--- src/rtl/pipeline_ctrl.sv ---
// Stall/flush controller for a five-stage pipeline: waits on split instruction/data
// memory responses, inserts load-use bubbles, squashes on redirects and counts stalls.
//
// state | meaning
// RUN   | pipeline advanced last cycle
// STALL | pipeline held last cycle, waiting on a memory response
module pipeline_ctrl #(
    parameter int CNT_W = 32
) (
    input  logic             clk,
    input  logic             rst,
    input  logic             imem_resp,
    input  logic             dmem_req,
    input  logic             dmem_resp,
    input  logic [4:0]       id_rs1,
    input  logic [4:0]       id_rs2,
    input  logic [4:0]       ex_rd,
    input  logic             ex_is_load,
    input  logic             br_taken,
    output logic             load_pc,
    output logic             load_if_id,
    output logic             load_id_ex,
    output logic             load_ex_mem,
    output logic             load_mem_wb,
    output logic             flush_if_id,
    output logic             flush_id_ex,
    output logic             imem_read,
    output logic             dmem_go,
    output logic             stalled,
    output logic [CNT_W-1:0] stall_cnt
);

    typedef enum logic {
        RUN   = 1'b0,
        STALL = 1'b1
    } state_t;

    localparam logic [CNT_W-1:0] CNT_MAX = {CNT_W{1'b1}};
    localparam logic [CNT_W-1:0] CNT_ONE = {{(CNT_W-1){1'b0}}, 1'b1};

    state_t           r_state;
    logic             r_i_done;
    logic             r_d_done;
    logic [CNT_W-1:0] r_stall_cnt;

    logic w_i_ok;
    logic w_d_ok;
    logic w_advance;
    logic w_hazard;

    assign w_i_ok    = r_i_done | imem_resp;
    assign w_d_ok    = ~dmem_req | r_d_done | dmem_resp;
    assign w_advance = w_i_ok & w_d_ok & ~rst;
    assign w_hazard  = ex_is_load & (ex_rd != 5'd0) &
                       ((ex_rd == id_rs1) | (ex_rd == id_rs2));

    assign imem_read = ~rst & ~r_i_done;
    assign dmem_go   = ~rst & dmem_req & ~r_d_done;
    assign stalled   = (r_state == STALL);
    assign stall_cnt = r_stall_cnt;

    // A redirect squashes the younger instructions, so it wins over a load-use bubble.
    always_comb begin
        load_pc     = 1'b0;
        load_if_id  = 1'b0;
        load_id_ex  = 1'b0;
        load_ex_mem = 1'b0;
        load_mem_wb = 1'b0;
        flush_if_id = 1'b0;
        flush_id_ex = 1'b0;
        if (w_advance) begin
            load_id_ex  = 1'b1;
            load_ex_mem = 1'b1;
            load_mem_wb = 1'b1;
            if (br_taken) begin
                load_pc     = 1'b1;
                load_if_id  = 1'b1;
                flush_if_id = 1'b1;
                flush_id_ex = 1'b1;
            end else if (w_hazard) begin
                flush_id_ex = 1'b1;
            end else begin
                load_pc    = 1'b1;
                load_if_id = 1'b1;
            end
        end
    end

    always_ff @(posedge clk) begin
        if (rst) begin
            r_state     <= RUN;
            r_i_done    <= 1'b0;
            r_d_done    <= 1'b0;
            r_stall_cnt <= '0;
        end else begin
            case (r_state)
                RUN:     if (!w_advance) r_state <= STALL;
                STALL:   if (w_advance)  r_state <= RUN;
                default: r_state <= RUN;
            endcase

            // Flags remember responses that arrived while the other side was still pending.
            if (w_advance) begin
                r_i_done <= 1'b0;
                r_d_done <= 1'b0;
            end else begin
                if (imem_resp)             r_i_done <= 1'b1;
                if (dmem_resp && dmem_req) r_d_done <= 1'b1;
            end

            if (!w_advance && r_stall_cnt != CNT_MAX)
                r_stall_cnt <= r_stall_cnt + CNT_ONE;
        end
    end

endmodule
--- config.mk ---
export PLATFORM = sky130hd
export DESIGN_NAME = pipeline_ctrl
export DESIGN_NICKNAME = d
export VERILOG_FILES = /design/src/rtl/pipeline_ctrl.sv
export SDC_FILE = /design/constraint.sdc
export NUM_CORES = 1
export LEC_CHECK = 0
export BUFFER_PORTS_ARGS = -buffer_cell sky130_fd_sc_hd__buf_2
export CORE_MARGIN = 3
export CORE_UTILIZATION = 45
export DETAILED_ROUTE_END_ITERATION = 10
export GPL_ROUTABILITY_DRIVEN = 0
export MAX_ROUTING_LAYER = met4
export PLACE_DENSITY_LB_ADDON = 0.25
export REMOVE_ABC_BUFFERS = 1
export SYNTH_ARGS = -nofsm -noshare
export SYNTH_HDL_FRONTEND = slang
export SYNTH_SLANG_ARGS = --single-unit
--- constraint.sdc ---
create_clock -name clk -period 2.25 [get_ports clk]
set_input_delay 0.225 -clock clk [delete_from_list [all_inputs] [get_ports clk]]
set_output_delay 0.225 -clock clk [all_outputs]
set_load 0.02 [all_outputs]
# After elaboration in Yosys (flattened, before gate mapping)
# Index checks and enable logic that the tools add are counted.
# totals
regBits,35
out_inout_bits,42
elab_cells,38
# classes
n_addsub,1
n_eq_ne,3
n_mux,10
bitwise,15
reduce_logical,5
# op_table
operator,n
adder 32 x 1 -> 32 bit (second input constant),1
inequality test 32 bit (second input constant),1
equality test 5 bit,2
two-way mux 1 bit,10
bitwise AND 1 bit,7
nonzero test 5 bit,1
inverter 1 bit,4
OR 1 bit,4
logical AND 1 bit,2
OR reduction 2 bit,1
logical NOT 1 bit,1

# Logic depth before layout (Yosys ltp)
# Gate-level depths: netlist (run 1).
# logic_depth
depth_word,7
mapped_depth,7
mapped_depth_nobuf,6

# Worst setup path before layout (run 1)
# Ideal clock, no wire load.
# synth_timing
path_type,in2out
startpoint,input rst
endpoint,output load_pc
arrival_time_ns,1.967
t_required_ns,2.025
path_slack_ns,0.058
cell_stages,5
path_buffers,2
cell_sequence,buf_2 o21bai_1 nor2_1 a21boi_0 buf_4
# synth_between
elab_chain_cells,3
# synth_lines
item,line_no,rtl
start: declaration,11,"input logic rst,"
inverter 1 bit,53,assign w_advance = w_i_ok & w_d_ok & ~rst;
bitwise AND 1 bit,53,
two-way mux 1 bit,n/a,
end: declaration,20,"output logic load_pc,"
# Every way passes these cells.

# Final worst setup path (run 1)
# layout_timing
startpoint,register r_stall_cnt[11] (netlist: stall_cnt[11])
endpoint,register r_stall_cnt[27] (netlist: stall_cnt[27])
# layout_between
elab_chain_cells,2
# layout_lines
item,line_no,rtl
start: declaration,44,logic [CNT_W-1:0] r_stall_cnt;
start signal: assignment,112,r_stall_cnt <= r_stall_cnt + CNT_ONE;
"parallel branches: the longest is 2 deep, another holds adder 32 x 1 -> 32 bit",n/a,
# Several ways; the timed one is not identified.
# A chain may end at the register's enable or synchronous reset.

==> results of run 1 <==
routing by layer:
metal	vias up	GRT usage [%]	routed length, um
met4	0	5.43	51
li1	950	-	-
met3	7	3.88	222
met1	849	23.9	2240
met2	48	27.7	2030
met5	-	-	0
final cells by class:
type                            instances  area share [%]
Clock buffer                            8            4.07
Inverter                                5           0.763
Multi-Input combinational cell        173            48.0
Sequential cell                        35            28.5
Tap cell                               50            2.54
Timing Repair Buffer                   74            16.2
through the flow:
stage / cells / hold WS (ps)
final: 345 / 261
after global routing: 345 / 289
after CTS: 345 / 261
after detailed placement: 337 / 497
after global placement: 337 / 500
after floorplan: 213 / 294
logic make-up (layout without fill, tap and decap cells):
group,Yosys count,after routing
mux,6,6
fa+ha+maj,1,1
flops,35,35
buf+inv,19,87
simple gates,100,100
compound gates,40,40
xor+xnor,26,26
flip-flops by register name, summed over array words and instances, names as in the netlist:
| name | count |
|---|---|
| stall_cnt | 32 |
| r_d_done | 1 |
| r_i_done | 1 |
| stalled | 1 |
power by group through the flow:
stage	clock network [uW]	registers [uW]	logic [uW]
floorplan	0	662	64.3
global placement	0	653	141
detailed placement	0	654	142
CTS	509	639	142
global route	533	641	154
finish	495	639	141
critical path, delay by kind of cell, from the launching register on:
kind	cells	cell delay [ps]
mux	1	350
flops	1	440
simple gates	3	1160
cells in the mapped netlist (2+ instances only):
master and instances:
nor3_1 8, nor4b_2 5, and3_1 5, nor2_1 35, dfxtp_1 35, xor2_1 6
nand3_1 8, a21oi_1 11, inv_1 5, clkbuf_1 5, o21ai_1 3, nand4_1 3
nor2b_1 4, nand2_1 7, o31ai_1 4, a31oi_1 5, o21ai_0 4, or3_1 4
and4_1 3, mux2_1 5, or4_1 5, nor4_1 2, o2111ai_1 3, a211oi_1 3
buf_4 3, nor3b_1 2, xnor2_1 20, buf_2 5, nor4_2 2
path summary, 6_finish.rpt:
path | from | endpoint | slack, ps | cells after the start
worst max-delay path | stall_cnt[11] | stall_cnt[27] | 180 | 4
worst min-delay path | dmem_req | r_d_done | 260 | 3
worst min register to register | stall_cnt[16] | stall_cnt[16] | 510 | 2
worst max register to register | stall_cnt[11] | stall_cnt[27] | 180 | 4
==> results.py, run 1 <==
metrics = {
    "global_route": {
        "antenna_found_initial": 0,
        "globalRouteOverflowTotal": 0,
        "grtUsageTotal_pct": 18.1,
        "grt_pass1_wl_um": 7500,
        "grt_max_degree": 44,
        "first_global_vias": 1696,
    },
    "clock_network": {
        "numCtsBuffers": 5,
        "hold_buffers": 0,
        "worstSkewPairLatency_ps": 280,
        "h-tree-depth": 2,
        "cts_tree": "built",
        "clock_path_buffers": 2,
        "cts_setup_buffers": 0,
        "ctsResizeCount": 0,
        "cts_root_buffer": "clkbuf_8",
        "clkTransAtPathRegs_ps": 70,
        "cts.sinks": 35,
    },
    "layout": {
        "drive_gt1_share_pct": 31.5,
        "antennaDiodeCount": 0,
        "final_common_cell": "buf_2",
        "multi_input_area_mm2": 0.00118,
        "layout_common_cells": "buf_2 (63), nor2_1 (35), dfxtp_1 (35)",
        "seqCellArea_um2": 701,
        "fin_area_mm2": 0.00246,
        "utilization_pct": 59.8,
        "syn2layout_area_growth_pct": 24.4,
        "fin_nets": 317,
        "fill_cells": 378,
    },
    "placement": {
        "dp_slack_ps": 177,
        "hpwl_um": 3350,
        "place_area_mm2": 0.00236,
        "io_buffer_count": 63,
    },
    "worst_setup_path": {
        "slowest_delay_ps": 640,
        "crit_path_cell_trace": "nand4_2 > or3b_1 > nor4_1 > mux2_1",
        "critPathCaptureType": "flip-flop",
        "cp_max_fo": 15,
        "critPathRequiredTime_ps": 2420,
        "cp.arrival_ps": 2230,
        "worstSetupPathType": "reg -> reg",
        "cp-start-kind": "flip-flop",
        "slowest_stage": "or3b_1",
    },
    "power_and_ir_drop": {
        "power_switching_uw": 307,
        "cellPowerDensity_mw_per_mm2": 518,
        "p_comb_share_pct": 11.0,
        "max-vdd-ir-drop_v": 0.000292,
        "power_frac_clock_pct": 38.8,
        "seqPwrFrac_pct": 50.1,
        "p_leak_uw": 0.00102,
        "intPower_uw": 968,
        "switching_share_pct": 24.1,
        "power_uw": 1270,
    },
    "outcome": {
        "status": "complete, no violations",
    },
    "logic_synthesis": {
        "synth-xor-area-share_pct": 11.5,
        "synth-simple-area-share_pct": 31.1,
        "synthCells": 227,
        "syn_avg_cell_area_um2": 8.71,
        "yosysSeqAreaShare_pct": 35.4,
        "synth_edf_count": 0,
        "yosys.area_share.adder_pct": 0.633,
        "async_reset_ff_share_pct": 0,
        "synth_top_family_by_area": "simple AND/OR/NAND/NOR gates",
        "syn_area_mm2": 0.00198,
        "synth_cell_types": 46,
        "synth_compound_area_share_pct": 13.0,
        "ys_warn_count": 0,
        "yosysTopAreaCell": "dfxtp_1",
        "yosys-mux-area-fraction_pct": 3.35,
        "synth_top_area_share_pct": 35.4,
        "synth_area_leaders": "dfxtp_1 (35%), xnor2_1 (8.9%), nor2_1 (6.6%)",
        "ys_ff_latch": 35,
        "synthFlopType": "dfxtp_1",
    },
    "detailed_routing": {
        "wl_per_cell_um": 13.2,
        "drt_pass1_iterations": 4,
        "drc_errors": 0,
        "antenna_left": 0,
        "routed-via-count": 1854,
        "finalWirelength_um": 4540,
        "drtIter0Drc": 123,
        "via_per_inst": 5.37,
    },
    "floorplanning": {
        "start_util_pct": 48.0,
        "die_h_um": 72.3,
        "coreArea_mm2": 0.00412,
        "ioPinCount": 64,
        "die_w_um": 72.3,
        "rows": 23,
        "die-area_mm2": 0.00522,
    },
    "sta": {
        "relSlewSlack_pct": 61.7,
        "finClkSkew_ps": 3.21,
        "fin_crit_sh_pct": 91.9,
        "drv_slew": 0,
        "period_needed_ps": 2070,
        "tightest_slew_ps": 572,
        "setup_viol": 0,
        "fmax_mhz": 484,
        "rsz0062_at_grt": "no",
        "tns_ps": 0,
        "hold_violations": 0,
        "fin_ws_ps": 183,
    },
    "job": {
        "cap_violations": 0,
    },
    "min_path": {
        "hold_path_class": "in -> reg",
    },
}
No activity file was read; power rests on OpenSTA's default activity.
==> run 2: changes to the inputs <==
--- a/config.mk
+++ b/config.mk
@@ -7,12 +7,11 @@
 export LEC_CHECK = 0
 export BUFFER_PORTS_ARGS = -buffer_cell sky130_fd_sc_hd__buf_2
 export CORE_MARGIN = 3
-export CORE_UTILIZATION = 45
+export CORE_UTILIZATION = 50
 export DETAILED_ROUTE_END_ITERATION = 10
 export GPL_ROUTABILITY_DRIVEN = 0
 export MAX_ROUTING_LAYER = met4
 export PLACE_DENSITY_LB_ADDON = 0.25
-export REMOVE_ABC_BUFFERS = 1
 export SYNTH_ARGS = -nofsm -noshare
 export SYNTH_HDL_FRONTEND = slang
 export SYNTH_SLANG_ARGS = --single-unit
==> run 2 against run 1 <==
  * Clock power is 13% lower
  * Critical path depth is 3 higher
  * First-iteration DRC count is 22% higher
  * Maximum frequency is 1.0% lower
  * Die area is 9.2% lower
  * Global-route usage is 1.7 points higher
  * Hold slack better by 10 ps
  * Sequential share of layout area is 0.22 points higher
  * Core utilization is 5.4 points higher
  * Via count is 1.5% higher
  * Sequential cell count stayed put
==> results.py, run 2 (synthesized netlist as in run 1, its figures left out) <==
metrics = {
    "sta": {
        "relSlewSlack_pct": 65.1,
        "setup_viol": 0,
        "drv_slew": 0,
        "rsz0062_at_grt": "no",
        "fmax_mhz": 479,
        "whs_ps": 272,
        "hold_violations": 0,
        "tns_ps": 0,
        "fin_crit_sh_pct": 92.8,
        "finClkSkew_ps": 5.86,
        "tightest_slew_ps": 521,
        "period_needed_ps": 2090,
    },
    "floorplanning": {
        "ioPinCount": 64,
        "start_util_pct": 52.8,
        "rows": 22,
        "coreArea_mm2": 0.00374,
        "die-area_mm2": 0.00474,
        "die_w_um": 68.9,
        "die_h_um": 68.9,
    },
    "worst_setup_path": {
        "cp_max_fo": 13,
        "cp-start-kind": "flip-flop",
        "cp.arrival_ps": 2300,
        "critPathRequiredTime_ps": 2460,
        "critPathCaptureType": "flip-flop",
        "worstSetupPathType": "reg -> reg",
    },
    "global_route": {
        "first_global_vias": 1593,
        "grt_pass1_wl_um": 7060,
        "grt_max_degree": 44,
        "antenna_found_initial": 0,
        "grtUsageTotal_pct": 19.8,
        "globalRouteOverflowTotal": 0,
    },
    "detailed_routing": {
        "via_per_inst": 5.49,
        "drt_pass1_iterations": 4,
        "drtIter0Drc": 150,
        "routed-via-count": 1882,
        "antenna_left": 0,
        "drc_errors": 0,
        "finalWirelength_um": 4290,
        "wl_per_cell_um": 12.5,
    },
    "layout": {
        "antennaDiodeCount": 0,
        "drive_gt1_share_pct": 31.5,
        "fin_nets": 317,
        "syn2layout_area_growth_pct": 23.5,
        "layout_common_cells": "buf_2 (63), nor2_1 (35), dfxtp_1 (35)",
        "final_common_cell": "buf_2",
        "largest_reg_flops": 32,
    },
    "logic_synthesis": {
        "synth_nets": 250,
    },
    "job": {
        "cap_violations": 0,
    },
    "clock_network": {
        "clock_path_buffers": 2,
        "worstSkewPairLatency_ps": 280,
        "hold_buffers": 0,
        "cts_root_buffer": "clkbuf_8",
        "cts_tree": "built",
        "h-tree-depth": 2,
        "cts.sinks": 35,
        "numCtsBuffers": 5,
        "clkTransAtPathRegs_ps": 70,
    },
    "power_and_ir_drop": {
        "max-vdd-ir-drop_v": 0.000403,
        "p_leak_uw": 0.00102,
        "cellPowerDensity_mw_per_mm2": 496,
    },
    "placement": {
        "io_buffer_count": 63,
        "hpwl_um": 3260,
    },
    "min_path": {
        "hold_path_class": "in -> reg",
    },
    "outcome": {
        "status": "complete, no violations",
    },
}
==> run 2: power breakdown <==
part	switching, uW	internal, uW
Clock	212	217
Sequential	10.8	630
Combinational	81.9	59.2
==> run 2: layer usage <==
layer | share of wire, % | wire, um | up-vias | global-route usage (%)
met3 | 5.9 | 254 | 2 | 5.19
met1 | 47 | 2040 | 871 | 25.8
met4 | 0.40 | 17 | 0 | 5.11
met5 | 0 | 0 | - | -
met2 | 46 | 1990 | 53 | 30.6
li1 | - | - | 956 | -
==> run 2: worst paths after layout <==
kind,startpoint,endpoint,slack [ps],cells after the start
worst max-delay path,stall_cnt[0],stall_cnt[23],160,7
worst min-delay path,dmem_req,r_d_done,270,3
worst max register to register,stall_cnt[0],stall_cnt[23],160,7
worst min register to register,stall_cnt[31],stall_cnt[31],510,2
==> run 2: area by class of cell <==
class	instances	area, um2
inverter	5	18.8
clock inverter	1	5.00
sequential	35	701
timing repair buffer	74	398
fill	343	1300
tap	48	60.1
clock buffer	7	76.3
multi-input combinational	173	1180
==> run 2: what timing repair did <==
action | 4_1_cts | 5_1_grt
gates resized for setup | 0 | 1
setup endpoints to repair | 0 | 1
hold endpoints to repair | 0 | 0
buffers inserted | 0 | 0
==> run 2: critical path, stage by stage, from the launching register on <==
cell     delay [ps]
dfxtp_1         360
ha_1            230
and3_1          220
and2_1          200
a31o_2          290
buf_4           180
or4_1           390
a21oi_1         160
==> run 2: metrics by stage <==
stage          worst slack [ps]  area [um2]  instances  total power [uW]  util, %
3_3_place_gp                241        2360        335               793     63.0
6_report                    161        2440        343              1210     65.2
4_1_cts                     132        2440        343              1230     65.1
3_5_place_dp                145        2360        335               795     63.0
2_1_floorplan              58.5        1980        227               742        -
5_1_grt                    3.85        2440        343              1260     65.2
